`src/rtl/regs_issue_pkg.sv`:
```
// Shared instruction layout, opcode classes, regs_bank commands and FSM states
// for the regs_issue_ctrl decode/issue front end.
package regs_issue_pkg;

  localparam int unsigned INSTR_W = 32;
  localparam int unsigned OPC_FW  = 4;
  localparam int unsigned REG_FW  = 4;
  localparam int unsigned IMM_W   = 16;
  localparam int unsigned CTRL_W  = 3;

  // Opcode map: 1..9 reg-reg, A reg-imm, B/C no destination, D link, 0/E/F nop
  localparam logic [OPC_FW-1:0] OPC_NOP    = 4'h0;
  localparam logic [OPC_FW-1:0] OPC_RR_1ST = 4'h1;
  localparam logic [OPC_FW-1:0] OPC_RR_LST = 4'h9;
  localparam logic [OPC_FW-1:0] OPC_RI     = 4'hA;
  localparam logic [OPC_FW-1:0] OPC_RS2_RD = 4'hB;
  localparam logic [OPC_FW-1:0] OPC_RS1_RD = 4'hC;
  localparam logic [OPC_FW-1:0] OPC_LINK   = 4'hD;

  localparam logic [CTRL_W-1:0] RB_NOP  = 3'b000;
  localparam logic [CTRL_W-1:0] RB_WR   = 3'b001;
  localparam logic [CTRL_W-1:0] RB_LINK = 3'b011;

  typedef struct packed {
    logic [OPC_FW-1:0] opc;
    logic [REG_FW-1:0] rd;
    logic [REG_FW-1:0] rs1;
    logic [REG_FW-1:0] rs2;
    logic [IMM_W-1:0]  imm;
  } instr_t;

  typedef enum logic [1:0] {
    ST_EMPTY = 2'd0,
    ST_HOLD  = 2'd1,
    ST_STALL = 2'd2
  } issue_state_e;

  function automatic logic is_nop(input logic [OPC_FW-1:0] opc);
    return (opc == OPC_NOP) || (opc > OPC_LINK);
  endfunction

  function automatic logic writes_rd(input logic [OPC_FW-1:0] opc);
    return ((opc >= OPC_RR_1ST) && (opc <= OPC_RI)) || (opc == OPC_LINK);
  endfunction

  function automatic logic reads_rs2(input logic [OPC_FW-1:0] opc);
    return ((opc >= OPC_RR_1ST) && (opc <= OPC_RR_LST)) || (opc == OPC_RS2_RD);
  endfunction

endpackage

```
`src/rtl/regs_issue_ctrl_scoreboard.sv`:
```
// Pending-write scoreboard: one bit per register, set on issue, cleared on writeback.
// DECODE_WB_BYPASS_EN: a same-cycle writeback masks its bit out of the hazard check.
module issue_scoreboard #(
  parameter int unsigned REG_AW = 4
) (
  input  logic              clk,
  input  logic              rst_n,
  input  logic              set_i,
  input  logic [REG_AW-1:0] set_idx_i,
  input  logic              clr_i,
  input  logic [REG_AW-1:0] clr_idx_i,
  input  logic              chk_rs1_i,
  input  logic              chk_rs2_i,
  input  logic              chk_rd_i,
  input  logic [REG_AW-1:0] rs1_i,
  input  logic [REG_AW-1:0] rs2_i,
  input  logic [REG_AW-1:0] rd_i,
  output logic              hazard_c_o
);

  localparam int unsigned NREG = 2 ** REG_AW;

  logic [NREG-1:0] sb_q;
  logic [NREG-1:0] sb_d;
  logic [NREG-1:0] clr_mask;
  logic [NREG-1:0] sb_eff;

  // Clear applied first so a same-cycle set of the same bit wins
  always_comb begin
    clr_mask = clr_i ? (NREG'(1) << clr_idx_i) : '0;
    sb_d     = sb_q & ~clr_mask;
    if (set_i) begin
      sb_d[set_idx_i] = 1'b1;
    end
  end

`ifdef DECODE_WB_BYPASS_EN
  assign sb_eff = sb_q & ~clr_mask;
`else
  assign sb_eff = sb_q;
`endif

  assign hazard_c_o = (chk_rs1_i & sb_eff[rs1_i]) |
                      (chk_rs2_i & sb_eff[rs2_i]) |
                      (chk_rd_i  & sb_eff[rd_i]);

  always_ff @(posedge clk or negedge rst_n) begin
    if (!rst_n) begin
      sb_q <= '0;
    end else begin
      sb_q <= sb_d;
    end
  end

endmodule

```
`src/rtl/regs_issue_ctrl.sv`:
```
// Decode/issue front end for regs_bank: holds one instruction, stalls on RAW/WAW
// via the scoreboard, routes writebacks. Optional macro: DECODE_WB_BYPASS_EN.
module regs_issue_ctrl
  import regs_issue_pkg::*;
#(
  parameter int unsigned DATA_W = 32,
  parameter int unsigned REG_AW = 4,
  parameter int unsigned OPC_W  = 4
) (
  input  logic              clk,
  input  logic              rst_n,
  input  logic              in_valid,
  output logic              in_ready,
  input  logic [DATA_W-1:0] in_instr,
  input  logic [DATA_W-1:0] in_pc,
  input  logic              flush,
  input  logic              wb_valid,
  input  logic [REG_AW-1:0] wb_rd,
  input  logic              wb_link,
  input  logic [DATA_W-1:0] wb_data,
  input  logic [DATA_W-1:0] wb_pc,
  output logic [REG_AW-1:0] inpA,
  output logic [REG_AW-1:0] inpB,
  output logic [REG_AW-1:0] inpC,
  output logic [2:0]        control,
  output logic [DATA_W-1:0] data,
  output logic [DATA_W-1:0] pc,
  output logic              out_valid,
  input  logic              out_ready,
  output logic [OPC_W-1:0]  out_opcode,
  output logic [REG_AW-1:0] out_rd,
  output logic [DATA_W-1:0] out_imm,
  output logic [DATA_W-1:0] out_pc
);

  issue_state_e      state_q, state_d;
  instr_t            instr_q, instr_d;
  logic [DATA_W-1:0] pc_q, pc_d;
  logic              hazard;
  logic              issue;
  logic              load;
  logic              rd_wr;

  assign rd_wr = writes_rd(instr_q.opc);
  assign issue = out_valid & out_ready;

  issue_scoreboard #(.REG_AW(REG_AW)) u_sb (
    .clk        (clk),
    .rst_n      (rst_n),
    .set_i      (issue & rd_wr),
    .set_idx_i  (REG_AW'(instr_q.rd)),
    .clr_i      (wb_valid),
    .clr_idx_i  (wb_rd),
    .chk_rs1_i  (~is_nop(instr_q.opc)),
    .chk_rs2_i  (reads_rs2(instr_q.opc)),
    .chk_rd_i   (rd_wr),
    .rs1_i      (REG_AW'(instr_q.rs1)),
    .rs2_i      (REG_AW'(instr_q.rs2)),
    .rd_i       (REG_AW'(instr_q.rd)),
    .hazard_c_o (hazard)
  );

  // A stalled instruction whose hazard has cleared behaves exactly like HOLD
  always_comb begin
    state_d   = state_q;
    instr_d   = instr_q;
    pc_d      = pc_q;
    out_valid = 1'b0;
    in_ready  = 1'b0;
    load      = 1'b0;
    unique case (state_q)
      ST_EMPTY: begin
        in_ready = ~flush;
        if (in_valid && !flush) begin
          load    = 1'b1;
          state_d = ST_HOLD;
        end
      end
      ST_HOLD, ST_STALL: begin
        if (hazard) begin
          state_d = ST_STALL;
        end else begin
          out_valid = 1'b1;
          in_ready  = ~flush & out_ready;
          if (!out_ready) begin
            state_d = ST_HOLD;
          end else if (in_valid && !flush) begin
            load    = 1'b1;
            state_d = ST_HOLD;
          end else begin
            state_d = ST_EMPTY;
          end
        end
      end
      default: state_d = ST_EMPTY;
    endcase
    if (flush) begin
      state_d = ST_EMPTY;
    end
    if (load) begin
      instr_d = instr_t'(in_instr[INSTR_W-1:0]);
      pc_d    = in_pc;
    end
  end

  always_ff @(posedge clk or negedge rst_n) begin
    if (!rst_n) begin
      state_q <= ST_EMPTY;
      instr_q <= '0;
      pc_q    <= '0;
    end else begin
      state_q <= state_d;
      instr_q <= instr_d;
      pc_q    <= pc_d;
    end
  end

  assign inpA       = REG_AW'(instr_q.rs1);
  assign inpB       = REG_AW'(instr_q.rs2);
  assign out_opcode = OPC_W'(instr_q.opc);
  assign out_rd     = REG_AW'(instr_q.rd);
  assign out_imm    = {{(DATA_W-IMM_W){instr_q.imm[IMM_W-1]}}, instr_q.imm};
  assign out_pc     = pc_q;

  // Writeback is a straight combinational pass-through to regs_bank
  assign control = wb_valid ? (wb_link ? RB_LINK : RB_WR) : RB_NOP;
  assign inpC    = wb_rd;
  assign data    = wb_data;
  assign pc      = wb_pc;

endmodule

```
`config.mk`:
```
export PLATFORM = sky130hd
export DESIGN_NAME = regs_issue_ctrl
export DESIGN_NICKNAME = d
export VERILOG_FILES = /design/src/rtl/regs_issue_pkg.sv /design/src/rtl/regs_issue_ctrl_scoreboard.sv /design/src/rtl/regs_issue_ctrl.sv
export SDC_FILE = /design/constraint.sdc
export NUM_CORES = 1
export LEC_CHECK = 0
export CAP_MARGIN = 30
export CORE_UTILIZATION = 30
export CTS_CLUSTER_DIAMETER = 30
export DETAILED_ROUTE_END_ITERATION = 16
export PLACE_DENSITY = 0.66
export SETUP_SLACK_MARGIN = 0.4
export SLEW_MARGIN = 25
export SYNTH_ARGS = -nofsm -noshare
export SYNTH_HDL_FRONTEND = slang
export SYNTH_SLANG_ARGS = --single-unit
```
`constraint.sdc`:
```
create_clock -name clk -period 4.75 [get_ports clk]
set_clock_uncertainty 0.1 [all_clocks]
set_input_delay 1.425 -clock clk [delete_from_list [all_inputs] [get_ports clk]]
set_output_delay 1.425 -clock clk [all_outputs]
set_load 0.02 [all_outputs]
```
== Word level (Yosys, flattened, before mapping) ==
Cells that the tools add are included.

* Magnitude comparators: 8
* Equal/unequal tests: 5
* Shift-type cells: 1
* Mux-type cells: 26
* Bitwise logic cells: 13
* Reduce and logical (&&, ||, !) cells: 11

{| class="wikitable"
|+ Operators by type and width
! cell !! count
|-
| $mux W16 || 2
|-
| $and A16 B16 Y16 || 1
|-
| $not A16 Y16 || 1
|-
| $or A16 B16 Y16 || 1
|-
| $shl A1 B4 Y16 const A || 1
|-
| $lt A4 B5 Y1 const B || 3
|-
| $bmux W1 S4 || 3
|-
| $mux W1 || 12
|-
| $mux W2 || 5
|-
| $eq A4 B4 Y1 const B || 2
|-
| $ge A4 B1 Y1 const B || 2
|-
| $le A4 B4 Y1 const B || 2
|-
| $and A1 B1 Y1 || 6
|-
| $demux W1 S4 || 1
|-
| $gt A4 B4 Y1 const B || 1
|-
| $logic_and A1 B1 Y1 || 4
|-
| $logic_not A4 Y1 || 1
|-
| $pmux W1 S2 || 2
|-
| $pmux W2 S2 || 1
|-
| $logic_or A1 B1 Y1 || 3
|-
| $ne A3 B3 Y1 const B || 1
|-
| $eq A2 B1 Y1 const B || 1
|-
| $eq A2 B2 Y1 const B || 1
|-
| $logic_not A2 Y1 || 1
|-
| 4 further kinds || 6
|}

* Register bits after elaboration: 82
* Input port bits: 139
* Output and inout port bits: 153
* Word-level logic and storage cells: 72

== Logic depth before layout (Yosys ltp) ==
* Depth after elaboration: 11
* Depth in mapped cells: 8

== Cells and area by module ==
A second synthesis with hierarchy kept.

* Cell total of the unflattened synthesis: 361
* Area total of the unflattened synthesis: 4,416.7 µm²

{| class="wikitable"
|+ By module, submodules not included
! module !! instances !! cells an instance !! area an instance (µm²) !! seq. area each (µm²)
|-
| regs_issue_ctrl || 1 || 251 || 3,274.4 || 1,651.6
|-
| issue_scoreboard || 1 || 110 || 1,142.3 || 400.4
|}

== Least setup slack after synthesis ==
No wires, ideal clock.

* Path type: register to output
* Start: register instr_q (netlist bit out_rd[0])
* End: output in_ready
* Arrival: 2.780 ns
* Data required time: 3.225 ns
* Slack: 0.445 ns
* Stages on the path, launching flop included: 9
* Path buffers: 2
* Path through: dfrtp_1 > clkbuf_1 > mux4_2 > nor2b_1 > a211o_1 > a32oi_2 > nand2_1 > clkbuf_1 > o31ai_1

* Word-level cells in the longest chain between the ends: 6

{| class="wikitable"
|+ RTL lines
! what !! RTL line !! RTL
|-
| from (decl) || regs_issue_ctrl.sv:37 || <nowiki>instr_t instr_q, instr_d;</nowiki>
|-
| from (signal assigned) || regs_issue_ctrl.sv:113 || <nowiki>instr_q <= instr_d;</nowiki>
|-
| $bmux W1 S4 || regs_issue_ctrl_scoreboard.sv:45 || <nowiki>(chk_rd_i & sb_eff[rd_i]);</nowiki>
|-
| $mux W1 (not written as such) || regs_issue_ctrl_scoreboard.sv:45 ||
|-
| $and A1 B1 Y1 || regs_issue_ctrl_scoreboard.sv:45 ||
|-
| $or A1 B1 Y1 || regs_issue_ctrl_scoreboard.sv:44 || <nowiki>(chk_rs2_i & sb_eff[rs2_i]) |</nowiki>
|-
| $mux W1 || regs_issue_ctrl.sv:80 || <nowiki>if (hazard) begin</nowiki>
|-
| $pmux W1 S2 || regs_issue_ctrl.sv:71 || <nowiki>unique case (state_q)</nowiki>
|-
| to (decl) || regs_issue_ctrl.sv:13 || <nowiki>output logic in_ready,</nowiki>
|}

No other way between the ends. The select of a mux whose other input is x is not followed.

== Worst setup path in the final report ==
* Start: input wb_valid
* End: output control[1]

* Word-level cells in the longest chain between the ends: 1

{| class="wikitable"
|+ RTL lines
! what !! RTL line !! RTL
|-
| from (decl) || regs_issue_ctrl.sv:17 || <nowiki>input logic wb_valid,</nowiki>
|-
| $mux W2 || regs_issue_ctrl.sv:126 || <nowiki>assign control = wb_valid ? (wb_link ? RB_LINK : RB_WR) : RB_NOP;</nowiki>
|-
| to (decl) || regs_issue_ctrl.sv:25 || <nowiki>output logic [2:0] control,</nowiki>
|}

No other way between the ends.

==> results by group <==
Floorplan
  • Core region area: 14600 sq um
  • IO Count: ~290
  • Die Y: 124 um
  • DIE AREA: 15500 sq um
  • Std cell rows: 44
  • Die extent in x: 124 um
  • Initial Utilization: 0.308

Placement
  • Hpwl dp: 8350 um
  • Port buffer count: 162
  • Post-Place Worst Slack: around 270 ps
  • Post-Place Cells: 631
  • Routability Congestion: 0.838

Logic synthesis
  • Adder-cell share of the synthesized area: 0.00556
  • Post-synthesis mux area share: 0.228
  • Yosys reg bits: 82
  • Seq/Total Area, Yosys: 0.456
  • Number of synthesized flops with an enable pin: 0
  • Top FF cell, synth: dfrtp_1
  • Cell Area, Synth: 4500 sq um
  • XOR/XNOR Fraction of Synth Area: 0
  • Compound-Gate Fraction of Synth Area: 0.0765
  • Count of different cell masters after synthesis: 39
  • Avg Inst Size Synth: 11.9 sq um
  • Post-Synthesis Cells: 379
  • Simple-Gate Fraction of Synth Area: 0.0637
  • Syn nets: 520
  • Yosys Warn Count: 0
  • Main combinational cell family by area after synthesis: multiplexers
  • Share of synthesized flip-flops with an asynchronous set or reset: 1.00

Critical path
  • Setup crit end kind: output pin
  • Startpoint Class: input pin
  • Critical path class: in -> out
  • Req. time, crit path: roughly 3200 ps
  • Cells on worst reg2reg path: 7
  • Worst-path cell chain: clkdlybuf4s50_1 > and2_1 > clkdlybuf4s50_1
  • Critical Path Most Common Cell: clkdlybuf4s50_1
  • Slowest stage cell, crit path: clkdlybuf4s50_1
  • CP Buf/Inv Count: 2
  • Critical path arrival: 2720 ps
  • Delay-heaviest family, CP: buffers and inverters
  • Crit path max fanout: 6
  • CP peak stage delay: 600 ps
  • R2r endpoint: out_pc[4]
  • Reg2reg setup slack: roughly 1900 ps
  • Worst R2R Start: out_rd[1]

Route
  • Initial DRT Pass Iterations: 4
  • DR WL/cell: 16.8 um
  • DRC: 0
  • Initial drt markers: 100
  • Remaining antenna violation count: 0
  • WL final: 10900 um
  • DR vias/cell: 4.86
  • DR vias: 3148

CTS
  • CTS root buf: clkbuf_16
  • Clk_lat worst skew: approximately 340 ps
  • CTS Buf Count: 9
  • H-tree depth: 3
  • CTS sink count: 82
  • Clock-pin slew on the worst setup and hold paths: 60 ps
  • Hold buffers post-CTS: 0
  • CTS tree: done
  • CTS max path bufs: 2

Final layout
  • Register area: 2060 sq um
  • Area of the multi-input gates: between 1500 and 2000 sq um
  • Final nets: 600
  • Area Overhead vs Synth: 33.3%
  • Fillers: 1354
  • Finished Layout Cells: 648
  • Number of antenna diodes: 0
  • Commonest cells after routing, fill and taps aside: clkdlybuf4s50_1 (159), dfrtp_1 (79), mux2_1 (60), nand2_1 (26), o21ai_0 (19)
  • Most common cell after layout, fill and taps aside: clkdlybuf4s50_1
  • Share of cells above drive strength 1: 0.103

Power
  • Max VDD drop: slightly below 0.0004 V
  • Leakage power: 0.00242 uW
  • Total power: 4260 uW
  • PwrDens: about 710 nW/um^2

Worst hold path
  • WHS Endpoint: out_pc[15]
  • Worst min-delay path class: reg -> reg
  • Hold wc startpoint: out_pc[15]
  • Hold Crit Depth: 1

Flow run
  • Max capacitance violation total: 0

Timing
  • Worst Setup Slack, final: about 510 ps
  • Fin Setup TNS: 0 ps
  • Worst-Margin Slew: roughly 520 ps
  • RSZ-0062 raised after global routing: no
  • Worst hold slack: slightly below 400 ps
  • Endpoints failing setup: 0
  • Hold Vio Cnt, Final: 0
  • Period minus WS final: 4240 ps
  • Final Slew Violations: 0
  • Maximum clock frequency: 236 MHz
  • Relative slew slack: 0.649
  • Crit share post-route: 0.894

Run status
  • Status: finished clean

Global routing
  • Vias in the first global route: 3302
  • Largest net degree at the start of global routing: 57
  • Antenna violations before repair: 0
  • GRT Total Usage: 0.147
  • First-pass GRT wire length: 17900 um
  • Grt ovf: 0
-- cells by family after synthesis --
group                      Yosys count
AOI/OAI and AO/OA                   49
adders and majority gates            2
buffers and inverters              104
DFF                                 82
muxes                               83
other                                1
and+or+nand+nor                     58
-- flip-flops by register name, indices dropped and copies added (netlist names) --
name and cells:
out_rd 4, state_q 2, out_pc 32, inpB 4, u_sb.sb_eff 16, out_opcode 4, inpA 4, out_imm 16
-- worst register-to-register path, stage by stage (launching register included) --
cell     delay (ps)
dfrtp_2         510
mux2i_1         160
mux4_2          470
a21oi_1         180
a32oi_2         110
a31oi_4         410
buf_12          330
mux2_1          440
-- layer usage --
metal / GRT usage / wire length, um / vias up
li1: - / - / 1413
met1: 0.174 / 4390 / 1510
met2: 0.242 / 5340 / 206
met3: 0.0473 / 959 / 19
met4: 0.0638 / 217 / 0
met5: 0.00327 / 0 / -
-- repair_timing --
action / 4_1_cts / 5_1_grt
resized for setup: 6 / 3
endpoints found under the setup margin: 2 / 2
buffers inserted: 1 / 0
pin swaps: 0 / 1
-- metrics by stage --
| stage | util | cell area, sq um |
|---|---|---|
| CTS | 0.412 | 6000 |
| finish | 0.411 | 6000 |
| global route | 0.411 | 6000 |
| global placement | 0.387 | 5650 |
| floorplan | - | 4500 |
| detailed placement | 0.389 | 5680 |
-- cells in the mapped netlist (4+ instances only) --
| cell type | n | area [sq um] |
|---|---|---|
| dfrtp_1 | 82 | 2050 |
| buf_4 | 86 | 646 |
| o21ai_0 | 19 | 95.1 |
| nor2b_1 | 4 | 25.0 |
| nor2_1 | 7 | 26.3 |
| o31ai_1 | 18 | 135 |
| buf_6 | 6 | 67.6 |
| mux2_2 | 7 | 78.8 |
| mux4_2 | 9 | 203 |
| inv_1 | 4 | 15.0 |
| mux2i_1 | 7 | 70.1 |
| clkbuf_1 | 5 | 18.8 |
| mux2_1 | 60 | 676 |
| nand2_1 | 26 | 97.6 |
-- final cells by class --
cell class                      instances  area share
Multi-Input combinational cell        193       0.281
Sequential cell                        82       0.343
Timing Repair Buffer                  169       0.283
Tap cell                              184      0.0384
Clock inverter                          7      0.0148
Clock buffer                            9      0.0375
Inverter                                4     0.00250
-- how the worst max path moves through the flow --
stage / start / endpoint / slack (ps) / cells after the start
floorplan: out_rd[0] / in_ready / 440 / 8
global placement: flush / in_ready / 250 / 5
detailed placement: flush / in_ready / 270 / 5
CTS: inpA[0] / out_valid / 420 / 8
global route: inpA[0] / in_ready / 410 / 7
finish: wb_valid / control[1] / 510 / 3
-- report_power, final --
part	switching (uW)	internal (uW)	leakage, uW	total [uW]
clock network	299	416	0.000149	715
registers	330	1030	0.000995	1360
logic	1080	1110	0.00127	2180
Power figures use the tool's default switching activity.
==> variant 1, RTL diff (same flow settings) <==
Add a define of `DECODE_WB_BYPASS_EN`.
--- a/src/rtl/regs_issue_ctrl_scoreboard.sv
+++ b/src/rtl/regs_issue_ctrl_scoreboard.sv
@@ -1,5 +1,7 @@
 // Pending-write scoreboard: one bit per register, set on issue, cleared on writeback.
 // DECODE_WB_BYPASS_EN: a same-cycle writeback masks its bit out of the hazard check.
+`define DECODE_WB_BYPASS_EN
+
 module issue_scoreboard #(
   parameter int unsigned REG_AW = 4
 ) (
Function: changed (Yosys sat finds a counterexample within 4 cycles, from zero or initial values and one cycle with rst_n low).
==> variant 1 against the original RTL <==
  * The flow now finishes with violations (negative setup slack)
  * Sequential power rose by 3%
  * Power is 42% higher
  * Cell area rose by 38%
  * Sequential cell count did not move
  * Setup slack worse by 840 ps
  * Sequential share of layout area is 9.5 points lower
  * Area after synthesis increased by 41%
  * Wire length rose by 91%
==> variant 1: results (changes against the original RTL) <==
Outcome
  – Status: complete, but fails checks (was finished clean)
  – Failing checks: negative setup slack

Logic synthesis
  – Seq/Total Area, Yosys: 0.3226 (was 0.4561)
  – Post-Synthesis Net Count: 911 (was 520)
  – Library cells used by synthesis: 53 (was 39)
  – Area contributors post-synth: dfrtp_1 (32%), buf_4 (10%), a21oi_1 (9.8%) (was dfrtp_1 (46%), mux2_1 (15%), buf_4 (14%))

Pwr
  – Switching Fraction: 0.4857 (was 0.4004)
  – Leak Pwr: 3.151 nW (was 2.418 nW)

Detailed routing
  – First-pass detailed-route iteration total: 6 (was 4)
  – Drt wl/cell: 18.88 um (was 16.82 um)
  – Iter 0 DRT Violations: 564 (was 100)
  – DR vias: 6428 (was 3148)

GRT
  – Total GRT Usage: 0.1903 (was 0.1469)
  – Maximum number of pins on one net before global-route repair: 74 (was 57)
  – First-pass GRT wire length: 33330 um (was 17930 um)
  – Vias in the first global route: 6142 (was 3302)

Setup path
  – Worst EP arrival: 3560 ps (was 2720 ps)
  – Largest stage delay on the critical path: 440 ps (was 600 ps)
  – Crit-path leading delay family: simple AND/OR/NAND/NOR gates (was buffers and inverters)

Cells and area
  – Final layout net count: 971 (was 600)
  – Proportion of layout cells with a drive suffix above 1: 0.1355 (was 0.1034)

Placed design
  – HPWL after detailed placement: 13210 um (was 8355 um)
  – Dpl cell area: 7784 um2 (was 5680 um2)
  – Gp weighted congestion: 0.9150 (was 0.8382)

STA
  – PnR worst setup slack: -337.2 ps (was 505.0 ps)
  – Setup tns final: -629.9 ps (was 0 ps)
  – Final Setup Violations: 2 (was 0)
[variant 1: cell count changes in the layout (fill, tap and decap cells not counted), sizes merged, moves of 9 or more]
cell    unedited run  this run
or4                0        56
nand2             26        13
a21boi             0         9
o41ai              0        16
mux2              67         0
o31ai             18         2
o311ai             0        65
o211ai             1        25
inv                5        61
buf                8        63
a21oi              2       124
nand3              2        65
[variant 1: through the flow]
step | instances | setup WS [ps] | hold WS (ps) | utilization
floorplan | 770 | -218.2 | 369.6 | -
global placement | 1081 | -1309 | 475.8 | 0.3798
detailed placement | 1081 | -1314 | 478.6 | 0.3798
CTS | 1098 | -366.6 | 494.5 | 0.3990
global route | 1104 | -423.6 | 521.1 | 0.4049
finish | 1104 | -337.2 | 491.4 | 0.4049
[variant 1: what timing repair did]
item | 4_1_cts | 5_1_grt
endpoints found under the setup margin | 68 | 39
setup buffers | 2 | 6
pin swaps | 11 | 15
gates resized for setup | 47 | 15
[variant 1: power groups by stage]
stage	Combinational [mW]	Sequential [mW]	Clock, mW
final	3.86	1.40	0.772
after CTS	3.73	1.39	0.792
after global placement	3.68	1.40	0
after global routing	4.14	1.45	0.822
after floorplan	2.02	1.61	0
after detailed placement	3.69	1.39	0
[variant 1: cell families after synthesis]
group / share of synthesized area
AOI/OAI and AO/OA: 0.3148
buffers and inverters: 0.1930
and+or+nand+nor: 0.1537
DFF: 0.3226
muxes: 0.01141
adders and majority gates: 0.003934
other: 0.0005896
[variant 1: worst paths after layout]
path	to	cells past startpoint	start	slack [ps]
setup / recovery	in_ready	12	wb_rd[0]	-340
hold / removal	out_imm[5]	2	out_imm[5]	490
setup reg to reg	out_pc[14]	9	out_rd[1]	1410
hold reg to reg	out_imm[5]	2	out_imm[5]	490
max in group asynchronous	out_pc[31]	2	rst_n	2620
min in group asynchronous	out_pc[11]	1	rst_n	1050
[variant 1: per-layer routing]
metal  track usage  part of all wire
met2        0.2995              0.47
met3       0.04475             0.078
met4       0.07165             0.022
met1        0.2526              0.43
met5             0           0.00072
[variant 1: area by class of cell]
class / count / area, um2
Fill cell: 2047 / 12200
Multi-Input combinational cell: 458 / 3228
Timing Repair Buffer: 218 / 2135
Sequential cell: 82 / 2052
Tap cell: 270 / 337.8
Clock buffer: 10 / 239.0
Inverter: 61 / 229.0
Clock inverter: 5 / 78.83
[variant 1: worst reg2reg max path, cell delays in order (launching register included)]
cell,delay (ps)
dfrtp_1,760
mux4_2,590
a2111o_1,460
o32ai_4,130
buf_4,160
buf_6,100
buf_12,230
nor3_2,160
buf_12,210
o311ai_0,310
==> variant 2, RTL diff (same settings) <==
Without the edit above. Take the reset off `pc_q` and load it in a clocked block of its own.
--- a/src/rtl/regs_issue_ctrl.sv
+++ b/src/rtl/regs_issue_ctrl.sv
@@ -107,12 +107,14 @@
     if (!rst_n) begin
       state_q <= ST_EMPTY;
       instr_q <= '0;
-      pc_q    <= '0;
     end else begin
       state_q <= state_d;
       instr_q <= instr_d;
-      pc_q    <= pc_d;
     end
+  end
+
+  always_ff @(posedge clk) begin
+    pc_q <= pc_d;
   end
 
   assign inpA       = REG_AW'(instr_q.rs1);
Formal check against the unedited RTL: not equivalent (a bounded check fails within 4 cycles, from zero or initial values and one cycle with rst_n low).
==> variant 2 against the original RTL <==
  * Critical path depth unchanged
  * Setup slack lost 39 ps
  * Area after synthesis is 19% higher
  * Cell area up 13%
  * Sequential cell count stayed put
  * Sequential power fell by 4%
  * Wire length increased by 50%
  * Clock power shrank 4.8%
  * Register-to-register slack gained 20 ps
  * Power up 11%
  * Global-route usage rose by 3.2 points
  * Die area rose by 18%
  * Synthesized cell count grew 42%
  * Largest power group unchanged
==> variant 2: results (changes against the original RTL) <==
GRT
  – Met3 usage: 0.03704 (was 0.04725)
  – Maximum number of pins on one net before global-route repair: 68 (was 57)
  – Vias in the first global route: 4591 (was 3302)
  – Total GRT Usage: 0.1788 (was 0.1469)
  – First-pass GRT wire length: 24880 um (was 17930 um)
  – M1 GR Usage: 0.2205 (was 0.1743)

Pwr
  – Register share of total power: 0.276 (was 0.320)
  – Gate power share: 0.581 (was 0.512)
  – Psw: 2.300 mW (was 1.705 mW)
  – Leak Pwr: 2.490 nW (was 2.418 nW)
  – P_comb: 2.76 mW (was 2.18 mW)
  – Worst IR Drop VDD: 0.4057 mV (was 0.3960 mV)

Logic synthesis
  – Seq/Total Area, Yosys: 0.4142 (was 0.4561)
  – Area contributors post-synth: dfrtp_1 (23%), edfxtp_1 (18%), buf_4 (12%) (was dfrtp_1 (46%), mux2_1 (15%), buf_4 (14%))
  – Syn Inst Count: 540 (was 379)
  – Library cells used by synthesis: 47 (was 39)
  – Synth cell count leaders: buf_4 (86), dfrtp_1 (50), nand3_1 (35) (was buf_4 (86), dfrtp_1 (82), mux2_1 (60))
  – Compound-cell area share of the yosys netlist: 0.1978 (was 0.07647)
  – Multiplexer area fraction after synthesis: 0.05108 (was 0.2283)
  – Async SR Flop Fraction: 0.6098 (was 1.000)
  – Post-synth EDFFs: 32 (was 0)
  – Post-Synthesis Net Count: 681 (was 520)
  – Adder-Cell Fraction of Synth Area: 0.004686 (was 0.005562)

Clock tree
  – Postcts setup bufs: 0 (was 1)

Detailed routing
  – Iter 0 DRT Violations: 229 (was 100)
  – DRT met1 WL: 6924 um (was 4385 um)
  – WL met2: 7596 um (was 5336 um)
  – DR vias: 4532 (was 3148)
  – Drt wl/cell: 19.79 um (was 16.82 um)
  – Met3 wire length: 1241 um (was 959 um)

Setup path
  – RR Startpoint: inpB[0] (was out_rd[1])
  – R2r setup slk: 1930 ps (was 1910 ps)

Placed design
  – Cells after DPL: 810 (was 631)
  – HPWL after detailed placement: 11210 um (was 8355 um)
  – DP Worst Slack: 89.90 ps (was 266.5 ps)
  – Gp weighted congestion: 0.7642 (was 0.8382)

STA
  – Final hold slack: 457.3 ps (was 391.0 ps)
  – Worst rel slew slack: 0.4054 (was 0.6493)
  – Min Tclk post-route: 4284 ps (was 4245 ps)

Outcome
  – Status: finished clean (unchanged)

Hold path
  – Worst hold path type: flip-flop to flip-flop (unchanged)
  – Hold Crit Start: out_imm[13] (was out_pc[15])

Cells and area
  – Max reg flops: 32 (unchanged)
  – Antenna cells: 0 (unchanged)
  – Final layout net count: 737 (was 600)
  – Finished Layout Cells: 826 (was 648)
  – Proportion of layout cells with a drive suffix above 1: 0.08985 (was 0.1034)
variant 2: changes by cell type in the layout (fill, tap and decap cells not counted), sizes merged, moves of 29 or more:
cell    delta
o21ai     +38
dfrtp     -32
mux2      -57
a221oi    +32
nor2b     +30
and3      +29
o211ai    +31
edfxtp    +32
nand3     +33
variant 2: final cells by class:
type,count,area [um2]
clock buffers,9,225.2
flip-flops and latches,82,2216
well taps,225,281.5
fillers,1665,10570
repair buffers,173,1697
multi-input cells,324,2283
inverters,6,22.52
clock inverters,7,60.06
variant 2: worst paths after layout:
kind                                   to  depth (start not counted)
min                           out_imm[13]                          2
max reg2reg                u_sb.sb_eff[6]                          7
min in group asynchronous  u_sb.sb_eff[6]                          1
max                            control[1]                          3
max in group asynchronous         inpB[0]                          2
min reg2reg                   out_imm[13]                          2
variant 2: repair_timing:
| action | 4_1_cts | 5_1_grt |
|---|---|---|
| setup endpoints to repair | 2 | 2 |
| gates resized for setup | 6 | 2 |
| pin swaps | 0 | 0 |
